## src/rtl/node_stream_pkg.sv

```systemverilog
// Purpose: shared types and constants for the node snapshot streamer.
// Latency: n/a (declarations only).
// Backpressure: n/a.
package node_stream_pkg;

    // Streamer control states: waiting for a request, or draining a frame.
    typedef enum logic [0:0] {
        IDLE   = 1'b0,
        STREAM = 1'b1
    } stream_state_t;

    localparam int COORD_W_DEF = 32;
    localparam int FRAME_CNT_W = 16;
    localparam int DROP_CNT_W  = 8;

    localparam logic [DROP_CNT_W-1:0] DROP_CNT_MAX = '1;

    // Index width that still works for the degenerate single-bit case.
    function automatic int idx_width(input int n);
        return (n > 1) ? $clog2(n) : 1;
    endfunction

endpackage

```

## src/rtl/node_snapshot_streamer_buffer.sv

```systemverilog
// Purpose: frame buffer holding one coherent (x, y) snapshot of every node.
// Latency: parallel load on load_en edge; indexed read is combinational.
// Backpressure: none; contents hold until the next load.
module snapshot_buffer
    import node_stream_pkg::*;
#(
    parameter int NODE_COUNT = 10,
    parameter int COORD_W    = COORD_W_DEF,
    parameter int IDX_W      = idx_width(NODE_COUNT)
) (
    input  logic                          clk,
    input  logic                          load_en,
    input  logic [NODE_COUNT*COORD_W-1:0] nodes_x,
    input  logic [NODE_COUNT*COORD_W-1:0] nodes_y,
    input  logic [IDX_W-1:0]              rd_idx,
    output logic [COORD_W-1:0]            rd_x,
    output logic [COORD_W-1:0]            rd_y
);

    logic [COORD_W-1:0] mem_x [NODE_COUNT];
    logic [COORD_W-1:0] mem_y [NODE_COUNT];

    // Capture every node in the same edge so the frame is coherent; no reset
    // because the contents are only read after a load.
    always_ff @(posedge clk) begin
        if (load_en) begin
            for (int i = 0; i < NODE_COUNT; i++) begin
                mem_x[i] <= nodes_x[i*COORD_W +: COORD_W];
                mem_y[i] <= nodes_y[i*COORD_W +: COORD_W];
            end
        end
    end

    // Select the addressed pair; indices past the last node read as zero.
    always_comb begin
        rd_x = '0;
        rd_y = '0;
        for (int i = 0; i < NODE_COUNT; i++) begin
            if (rd_idx == IDX_W'(i)) begin
                rd_x = mem_x[i];
                rd_y = mem_y[i];
            end
        end
    end

endmodule

```

## src/rtl/node_snapshot_streamer.sv

```systemverilog
// Purpose: snapshot all node positions on request and stream them one per beat.
// Latency: first beat visible 1 cycle after the capture edge; 1 beat/cycle max.
// Backpressure: valid/ready; beat holds while out_ready=0, requests while busy are dropped.
module node_snapshot_streamer
    import node_stream_pkg::*;
#(
    parameter int NODE_COUNT = 10,
    parameter int COORD_W    = COORD_W_DEF,
    parameter int IDX_W      = idx_width(NODE_COUNT)
) (
    input  logic                          clk,
    input  logic                          reset,
    input  logic [NODE_COUNT*COORD_W-1:0] nodes_x,
    input  logic [NODE_COUNT*COORD_W-1:0] nodes_y,
    input  logic                          snap_req,
    output logic                          snap_busy,
    output logic                          out_valid,
    input  logic                          out_ready,
    output logic [COORD_W-1:0]            out_x,
    output logic [COORD_W-1:0]            out_y,
    output logic [IDX_W-1:0]              out_index,
    output logic                          out_last,
    output logic [FRAME_CNT_W-1:0]        frame_count,
    output logic [DROP_CNT_W-1:0]         drop_count
);

    localparam logic [IDX_W-1:0] LAST_IDX = IDX_W'(NODE_COUNT - 1);

    stream_state_t          state_q;
    logic                   busy_q;
    logic [IDX_W-1:0]       idx_q;
    logic [FRAME_CNT_W-1:0] frame_cnt_q;
    logic [DROP_CNT_W-1:0]  drop_cnt_q;

    logic                   load_en;
    logic                   at_last;
    logic [COORD_W-1:0]     rd_x;
    logic [COORD_W-1:0]     rd_y;

    // A capture only happens from IDLE, and reset suppresses it outright.
    assign load_en = (state_q == IDLE) && snap_req && !reset;
    assign at_last = (idx_q == LAST_IDX);

    snapshot_buffer #(
        .NODE_COUNT (NODE_COUNT),
        .COORD_W    (COORD_W),
        .IDX_W      (IDX_W)
    ) u_buffer (
        .clk     (clk),
        .load_en (load_en),
        .nodes_x (nodes_x),
        .nodes_y (nodes_y),
        .rd_idx  (idx_q),
        .rd_x    (rd_x),
        .rd_y    (rd_y)
    );

    // Control FSM: index, busy flag and statistics all advance together.
    always_ff @(posedge clk) begin
        if (reset) begin
            state_q     <= IDLE;
            busy_q      <= 1'b0;
            idx_q       <= '0;
            frame_cnt_q <= '0;
            drop_cnt_q  <= '0;
        end else begin
            case (state_q)
                IDLE: begin
                    if (snap_req) begin
                        state_q <= STREAM;
                        busy_q  <= 1'b1;
                        idx_q   <= '0;
                    end
                end
                STREAM: begin
                    // Any request seen while a frame is in flight is lost,
                    // including one landing on the final transfer.
                    if (snap_req && (drop_cnt_q != DROP_CNT_MAX)) begin
                        drop_cnt_q <= drop_cnt_q + 1'b1;
                    end
                    if (out_ready) begin
                        if (at_last) begin
                            state_q     <= IDLE;
                            busy_q      <= 1'b0;
                            idx_q       <= '0;
                            frame_cnt_q <= frame_cnt_q + 1'b1;
                        end else begin
                            idx_q <= idx_q + 1'b1;
                        end
                    end
                end
                default: begin
                    state_q <= IDLE;
                    busy_q  <= 1'b0;
                    idx_q   <= '0;
                end
            endcase
        end
    end

    // Beat payload is forced to zero whenever nothing is presented.
    always_comb begin
        out_x     = '0;
        out_y     = '0;
        out_index = '0;
        out_last  = 1'b0;
        if (busy_q) begin
            out_x     = rd_x;
            out_y     = rd_y;
            out_index = idx_q;
            out_last  = at_last;
        end
    end

    assign out_valid   = busy_q;
    assign snap_busy   = busy_q;
    assign frame_count = frame_cnt_q;
    assign drop_count  = drop_cnt_q;

endmodule

```

## config.mk

```make
export PLATFORM = sky130hd
export DESIGN_NAME = node_snapshot_streamer
export DESIGN_NICKNAME = d
export VERILOG_FILES = /design/src/rtl/node_stream_pkg.sv /design/src/rtl/node_snapshot_streamer_buffer.sv /design/src/rtl/node_snapshot_streamer.sv
export SDC_FILE = /design/constraint.sdc
export NUM_CORES = 1
export LEC_CHECK = 0
export CAP_MARGIN = 20
export CORE_AREA = 4 4 284 286
export DETAILED_ROUTE_END_ITERATION = 8
export DIE_AREA = 0 0 288 290
export HOLD_SLACK_MARGIN = 0.05
export PLACE_DENSITY = 0.65
export SLEW_MARGIN = 20
export SYNTH_ARGS = -nofsm -noshare
export SYNTH_HDL_FRONTEND = slang
export SYNTH_SLANG_ARGS = --single-unit
```

## constraint.sdc

```tcl
create_clock -name clk -period 61.2 [get_ports clk]
set_input_delay 9.18 -clock clk [delete_from_list [all_inputs] [get_ports clk]]
set_output_delay 9.18 -clock clk [all_outputs]
set_load 0.01 [all_outputs]
```

## Word-level counts from Yosys, hierarchy flattened

Memory sizes are Yosys's and may differ from the RTL's.
Index checks and enable logic that the tools add are counted.

| storage, ports and cells | value |
|---|---|
| flip-flop bits (word level) | 30 |
| latch bits | 0 |
| memory bits (writable) | 640 |
| memory bits (read-only) | 0 |
| bits of input ports | 644 |
| output and inout port bits | 95 |
| word-level logic and storage cells | 71 |
| memories | 2 |

| cells by class | value |
|---|---|
| $add $sub $neg | 3 |
| $mul | 0 |
| div/mod/pow operators | 0 |
| order comparisons | 0 |
| equality and inequality tests | 13 |
| shift-type cells | 0 |
| mux-type cells | 38 |
| bitwise logic cells | 1 |
| reductions and logical operators | 9 |

Memories:

| name | depth | bits a word | rd ports | clocked after memory_dff | wr ports | RTL line | source |
|---|---|---|---|---|---|---|---|
| u_buffer.mem_x | 10 | 32 | 10 | 0 | 10 | node_snapshot_streamer_buffer.sv:20 | `logic [COORD_W-1:0] mem_x [NODE_COUNT];` |
| u_buffer.mem_y | 10 | 32 | 10 | 0 | 10 | node_snapshot_streamer_buffer.sv:21 | `logic [COORD_W-1:0] mem_y [NODE_COUNT];` |

Operators with widths:

| cell | count |
|---|---|
| $mux W32 | 22 |
| $add A16 B1 Y16 const B | 1 |
| $eq A4 B3 Y1 const B | 4 |
| $mux W4 | 4 |
| $mux W1 | 9 |
| $add A8 B1 Y8 const B | 1 |
| $eq A4 B2 Y1 const B | 2 |
| $eq A4 B4 Y1 const B | 2 |
| $ne A8 B8 Y1 const B | 1 |
| $pmux W4 S2 | 1 |
| $reduce_and A3 Y1 | 2 |
| $add A4 B1 Y4 const B | 1 |
| $eq A4 B1 Y1 const B | 1 |
| $logic_not A4 Y1 | 1 |
| $ne A2 B2 Y1 const B | 2 |
| $pmux W1 S2 | 2 |
| $reduce_and A2 Y1 | 2 |
| $logic_and A1 B1 Y1 | 3 |
| $ne A2 B1 Y1 const B | 1 |
| $logic_not A1 Y1 | 1 |
| $not A1 Y1 | 1 |

## Longest topological paths before layout

| depth | value |
|---|---|
| word-level depth | 12 |
| gate-level depth with buffers | 9 |

## By module

From an unflattened synthesis, not the netlist that was laid out.

| unflattened totals | value |
|---|---|
| cells, all modules | 1653 |
| area, all modules | 26231.4 µm² |

By module, submodules not included:

| module | instances | cells each | area an instance (µm²) | seq. area each (µm²) |
|---|---|---|---|---|
| snapshot_buffer | 1 | 1408 | 24344.6 | 19218.4 |
| node_snapshot_streamer | 1 | 245 | 1886.8 | 600.6 |

## Worst setup path before layout

OpenSTA, ideal clock, no wires.

| timing | value |
|---|---|
| kind | in2reg |
| start point | input reset |
| end point | memory u_buffer.mem_x[0][0] (netlist name) (enable) |
| library setup time | 2.557 ns |
| arrival time | 54.872 ns |
| required time | 58.643 ns |
| path slack | 3.770 ns |
| stages on the path | 1 |
| path buffers | 0 |
| cells stage by stage | nor3b_1 |

RTL lines:

| what | RTL line | source |
|---|---|---|
| start: declaration | node_snapshot_streamer.sv:12 | `input logic reset,` |
| end: declaration | node_snapshot_streamer_buffer.sv:20 |  |

## Worst setup path after layout

| timing | value |
|---|---|
| start point | register idx_q[3] |
| end point | output out_x[28] |

| between the ends | value |
|---|---|
| cells in the longest elaborated chain, start to end | 12 |
| elaborated cells between the ends (all ways) | 21 |
| those cells by class | eq/ne (9); mux (11); reduce/logical (1) |

RTL lines:

| what | RTL line | source |
|---|---|---|
| start: declaration | node_snapshot_streamer.sv:31 | `logic [IDX_W-1:0] idx_q;` |
| start signal: assignment | node_snapshot_streamer.sv:88 | `idx_q <= idx_q + 1'b1;` |
| $logic_not A4 Y1 | node_snapshot_streamer_buffer.sv:39 | `if (rd_idx == IDX_W'(i)) begin` |
| $mux W32 (9 in series) | node_snapshot_streamer_buffer.sv:39 |  |
| $mux W32 (*) | node_snapshot_streamer_buffer.sv:39 |  |
| $mux W32 (*) | node_snapshot_streamer.sv:107 | `if (busy_q) begin` |
| end: declaration | node_snapshot_streamer.sv:19 | `output logic [COORD_W-1:0] out_x,` |

Mark *: on every way between the ends. The rest lies on a longest branch, timed or not.

==> flow_summary.toml <==
[routing]
wire_per_inst_um = 25.0
drtIter0Drc = 1375
via_per_inst = 5.09
drtPass1Iterations = 6
postRouteAntennaNets = 0
via_count = 17800
wirelength_um = 87300
drc = 0

[layout]
nets = 2999
num-fill-cells = 6833
final_cell_mix = "737 x clkdlybuf4s50_1, 640 x edfxtp_1, 124 x nor2_1, 119 x a21oi_1, 85 x o21ai_0"
final_util_pct = 47.4
stdcell_area_sq_um = 37100
multiInputGateArea_sq_um = 5910
stdcell_count = 3487
synthToLayoutAreaGrowth_pct = 41.0
drive_gt1_share_pct = 8.67
seqCellArea_sq_um = 19800
mostFrequentLayoutCell = "clkdlybuf4s50_1"

[logic_synthesis]
synth_edf_count = 640
yosys.area.top_type = "edfxtp_1"
async_reset_ff_share_pct = 0
seq_area_frac_synth_pct = 75.3
avgSynthCellArea_sq_um = 16.1
synth_top_cell_area_share_pct = 73.0
synth-main-ff-cell = "edfxtp_1"
ys_warn_count = 0
postSynthCellCount = 1630
synth-seq-cells = 670
netlist_area_sq_um = 26300
ys_types = 59
synth_nets = 2276
synthTopCellsByArea = "edfxtp_1 73%, mux4_2 3.4%, dfxtp_1 2.3%, a21oi_1 2.3%, nor2_1 1.8%"

[timing]
clock_skew_ns = 0.0426
rsz0062_at_grt = "false"
slew_headroom_pct = 27.8
drv_slew = 0
setup_tns_ns = 0
fin_crit_ns = 14.06
hold_viol_final = 0
worst_pin_slew_ns = 1.08
setup_viol = 0
fin_crit_sh_pct = 23.0
fmax_ghz = 0.0711

[run]
cap_violations = 0

[run_status]
status = "complete, no violations"

[critical_path]
critical_path_arrival_ns = 4.88
crit_required_ns = 52.02
crit_path_end_kind = "output port"
crit_fanout = 49
path_class = "reg -> out"
cp-start-kind = "flip-flop"

[hold_path]
hold_path.class = "reg -> reg"

[power_and_ir_drop]
p_sw_uw = 228
switching_share_pct = 21.8
sequentialPowerShare_pct = 50.5
p_leak_nw = 11.9
pwr-share-clk_pct = 41.0
p_per_area_nw_per_um2 = 28.2
intPower_uw = 819
peakVddDrop_mv = 0.0243
p_comb_share_pct = 8.5

[cts]
clock_latency_ns = 0.62
clk_pin_slew_ns = 0.05
cts_sinks = 670
cts_tree = "built"
ctsResizeCount = 0
ctsHoldBuffers = 0
cts_buffers = 76
root_buffer = "clkbuf_16"
cts.htree.levels = 3
clockBufferDepth = 3
postCtsSetupBuffers = 0

[place]
place_congestion = 0.893
dpl_cell_area_sq_um = 34700
dp.cells = 3325
io_buffers = 738
dp_hpwl_um = 62200

[floorplan]
die_w_um = 288
core_sq_um = 78400
die_h_um = 290
die-area_sq_um = 83500
placement_rows = 103
initial_utilization_pct = 33.6
io_pins = 739

[global_routing]
grt_pass1_wl_um = 124000
overflow = 0
grt_pass1_vias = 18500
track_usage_pct = 20.1
grt_max_degree = 201
grt_antenna_before_repair = 27
[routing by layer]
layer	track usage, %	routed length (um)	up-vias
met5	0	65	-
met1	24.2	32800	8848
met3	5.63	7560	158
met2	34.2	43800	790
li1	-	-	7948
met4	7.79	3000	10
[final timing paths]
path              cells after the start                    end  slack [ns]           start
hold reg to reg                       2         frame_count[1]        0.55  frame_count[1]
setup / recovery                      7              out_x[28]       47.14        idx_q[3]
hold / removal                        2         frame_count[1]        0.55  frame_count[1]
setup reg to reg                      6  u_buffer.mem_y[0][12]       56.35         state_q
[cells in the mapped netlist, drive strengths merged (2+ instances only)]
library cell  number
o211ai             2
and2               5
and3b             11
a311o              2
a22oi             10
a21oi            120
nand4              4
o21ai             91
o31ai              5
nand2             45
a211oi            41
a32o              12
a311oi            12
and4               2
o311ai             5
o221ai            41
a2111oi            4
or3                4
nand3             10
nor3b              2
buf               67
nor2b             45
ha                 2
and3               4
or2                2
xor2              13
nand2b            18
dfxtp             30
a31oi             14
edfxtp           640
clkbuf            52
mux4              40
a21boi             2
mux2i             46
o22a               2
o32ai              4
mux2              15
nor3              12
o22ai             53
xnor2              7
nor2             125
inv                4
[critical path: stages, from the launching register on]
cell and delay [ns]:
dfxtp_4 0.62, buf_4 0.68, nor2b_1 0.37, nor2b_4 0.70
buf_4 0.49, a21oi_1 0.08, a21oi_1 0.41, clkdlybuf4s50_1 0.79
[final cells by class]
type,instances,share of cell area [%]
inverters,4,0.0438
diodes,25,0.169
clock buffers,87,5.23
multi-input cells,837,15.9
repair buffers,764,20.5
clock inverters,50,1.18
flip-flops and latches,670,53.4
well taps,1050,3.54
[state kept, by name (all words and copies together), names as in the netlist]
register / flops
frame_count: 16
idx_q: 4
u_buffer.mem_x: 320
out_valid: 1
state_q: 1
u_buffer.mem_y: 320
drop_count: 8
[metrics by stage]
stage	hold slack [ns]	setup slack, ns	total power [mW]
2_1_floorplan	0.526	3.77	0.594
3_3_place_gp	0.513	46.10	0.626
3_5_place_dp	0.532	46.56	0.628
4_1_cts	0.547	46.92	1.06
5_1_grt	0.586	46.70	1.09
6_report	0.546	47.14	1.05
[cell families after synthesis]
| family | after synthesis | synth area share, % |
|---|---|---|
| DFF | 670 | 75.3 |
| xor gates and xnor gates | 20 | 0.665 |
| adders and majority gates | 2 | 0.0950 |
| muxes | 101 | 5.81 |
| and+or+nand+nor | 291 | 5.47 |
| buffers and inverters | 123 | 2.44 |
| AOI/OAI and AO/OA | 423 | 10.2 |
[power by group through the flow]
stage	combinational (mW)	clock, mW	sequential, mW
6_report	0.0889	0.430	0.529
2_1_floorplan	0.0294	0	0.565
5_1_grt	0.0944	0.461	0.530
4_1_cts	0.0899	0.442	0.529
3_5_place_dp	0.0894	0	0.538
3_3_place_gp	0.0884	0	0.538
No activity file was read; power rests on OpenSTA's default activity.
==> RTL edit, RTL diff (same flow settings) <==
`FRAME_CNT_W`: 16 -> 18.
--- a/src/rtl/node_stream_pkg.sv
+++ b/src/rtl/node_stream_pkg.sv
@@ -12,3 +12,3 @@
     localparam int COORD_W_DEF = 32;
-    localparam int FRAME_CNT_W = 16;
+    localparam int FRAME_CNT_W = 18;
     localparam int DROP_CNT_W  = 8;
Ports: changed (resized frame_count); port bits go from 739 to 741. No check against the original RTL was run, so the function may have changed too.
==> RTL edit against the unedited design <==
- design area rose by 0.49%
- sequential cell count rose by 2
- power rose by 2.8%
- setup slack improved by 0.26 ns
- critical path depth fell by 1
- count of clock-buffer cells in the layout rose by 3
- sequential share of layout area fell by 0.17 points
- highest routed layer unchanged
- wire length rose by 5.6%
- register-to-register slack improved by 1.0 ns
- synthesized area fell by 0.53%
- largest cell class unchanged
- critical path type unchanged
- non-clock buffer count rose by 5
- die area did not move
==> RTL edit: results (changes against the unedited design) <==
metric	value	unit	change
status	finished, final reports clean		
sw frac	0.219		+0.000598
Placed Instance Area	0.0347	mm²	about the same
Peak supply drop	0.0183	mV	-25%
R2R cell count	4		-2
first-pass GRT wire length	128000	µm	+3.7%
Synth Net Count	2208		-3.0%
power share of the clock group	0.425		+0.015
DP HPWL	65200	µm	+4.8%
Vias/cell	5.32		+4.5%
worst path arrival time	4.62	ns	-0.26 ns
FFs w/ async S/R, synth	0		unchanged
r2r setup slk	57.39	ns	+1.04 ns
top cells by count, synth	edfxtp_1 (640), mux2i_1 (105), clkbuf_1 (85), a22oi_1 (82), o21ai_0 (72)		
Static Leak	11.9	nW	-0.46%
Seq pwr share	0.494		-0.011
Starting DRT DRC Count	1713		+25%
postcts setup bufs	0		unchanged
routability cong.	0.941		+5.3%
vias in the first global route	18900		+2.3%
largest net degree at the start of global routing	173		-14%
fill count	6738		-1.4%
port bufs	740		+0.27%
CP max-delay cell	nor2b_1		
worst slew pin tran	1.15	ns	+0.0716 ns
drt pass-1 iters	7		+1
Synth area leaders	edfxtp_1 (73%), mux2i_1 (4.0%), dfxtp_1 (2.4%), a22oi_1 (2.4%), o221a_2 (1.8%)		
Clock group	0.458	mW	+6.5%
CP peak stage delay	0.98	ns	+0.19 ns
GRT Total Usage	0.211		+0.00984
register area share after synthesis	0.758		+0.00556
critical path fanouts, max	70		+43%
final net count	2934		-2.2%
Clock Skews	0.0284	ns	-0.0142 ns
antenna violations before repair	42		+56%
number of distinct library cells after synthesis	55		-6.8%
RR Endpoint	u_buffer.mem_x[1][27]$_DFFE_PP_		
WL final	92200	µm	+5.6%
share of cells above drive strength 1	0.0953		+0.00867
Num CTS Buffers	75		-1.3%
-- RTL edit: cell count changes after synthesis, sizes merged, moves of 41 or more --
cell / change
a21oi: -74
o31ai: +48
nor2: -94
nor2b: -41
o221a: +41
mux2i: +59
o2bb2ai: +46
a22oi: +72
-- RTL edit: per-layer routing --
metal,global-route usage,vias to the layer above,part of all wire
met5,0,-,0.0018
met4,0.0949,24,0.044
met3,0.0590,235,0.093
met2,0.357,1048,0.50
met1,0.249,9040,0.37
li1,-,7900,-
-- RTL edit: worst max-delay path, delay by kind of cell (launching register included) --
| kind | cells | cell delay [ns] |
|---|---|---|
| and+or+nand+nor | 1 | 0.98 |
| AOI/OAI and AO/OA | 3 | 0.59 |
| buffers and inverters | 2 | 1.46 |
| DFF | 1 | 0.89 |
-- RTL edit: area by class of cell --
| cell class | count | share of cell area |
|---|---|---|
| sequential | 672 | 0.533 |
| timing repair buffer | 769 | 0.206 |
| multi-input combinational | 756 | 0.156 |
| clock buffer | 90 | 0.0521 |
| tap | 1050 | 0.0352 |
| clock inverter | 49 | 0.0154 |
| antenna | 29 | 0.00195 |
| inverter | 14 | 0.00141 |
-- RTL edit: worst max path at each step --
stage	startpoint	to
finish	idx_q[1]$_SDFFE_PP0P_	out_y[28]
global route	idx_q[1]$_SDFFE_PP0P_	out_y[28]
CTS	idx_q[1]$_SDFFE_PP0P_	out_x[16]
detailed placement	reset	u_buffer.mem_y[1][25]$_DFFE_PP_
global placement	reset	u_buffer.mem_x[2][31]$_DFFE_PP_
floorplan	reset	u_buffer.mem_x[0][0]$_DFFE_PP_
-- RTL edit: cells by family after synthesis --
family / after synthesis / synth area share
AOI/OAI and AO/OA: 456 / 0.126
adders and majority gates: 2 / 0.000956
muxes: 130 / 0.0561
xor gates and xnor gates: 12 / 0.00401
DFF: 672 / 0.758
buffers and inverters: 134 / 0.0210
and+or+nand+nor: 156 / 0.0332
-- RTL edit: stage by stage --
| stage | total power, mW | hold WS [ns] | instances | utilization | setup WS (ns) |
|---|---|---|---|---|---|
| after detailed placement | 0.629 | 0.493 | 3260 | 0.443 | 47.76 |
| after global routing | 1.11 | 0.543 | 3424 | 0.476 | 47.10 |
| after global placement | 0.627 | 0.471 | 3259 | 0.442 | 47.89 |
| after CTS | 1.09 | 0.505 | 3399 | 0.475 | 47.33 |
| final | 1.08 | 0.510 | 3429 | 0.476 | 47.40 |
| after floorplan | 0.593 | 0.496 | 1562 | - | 3.29 |
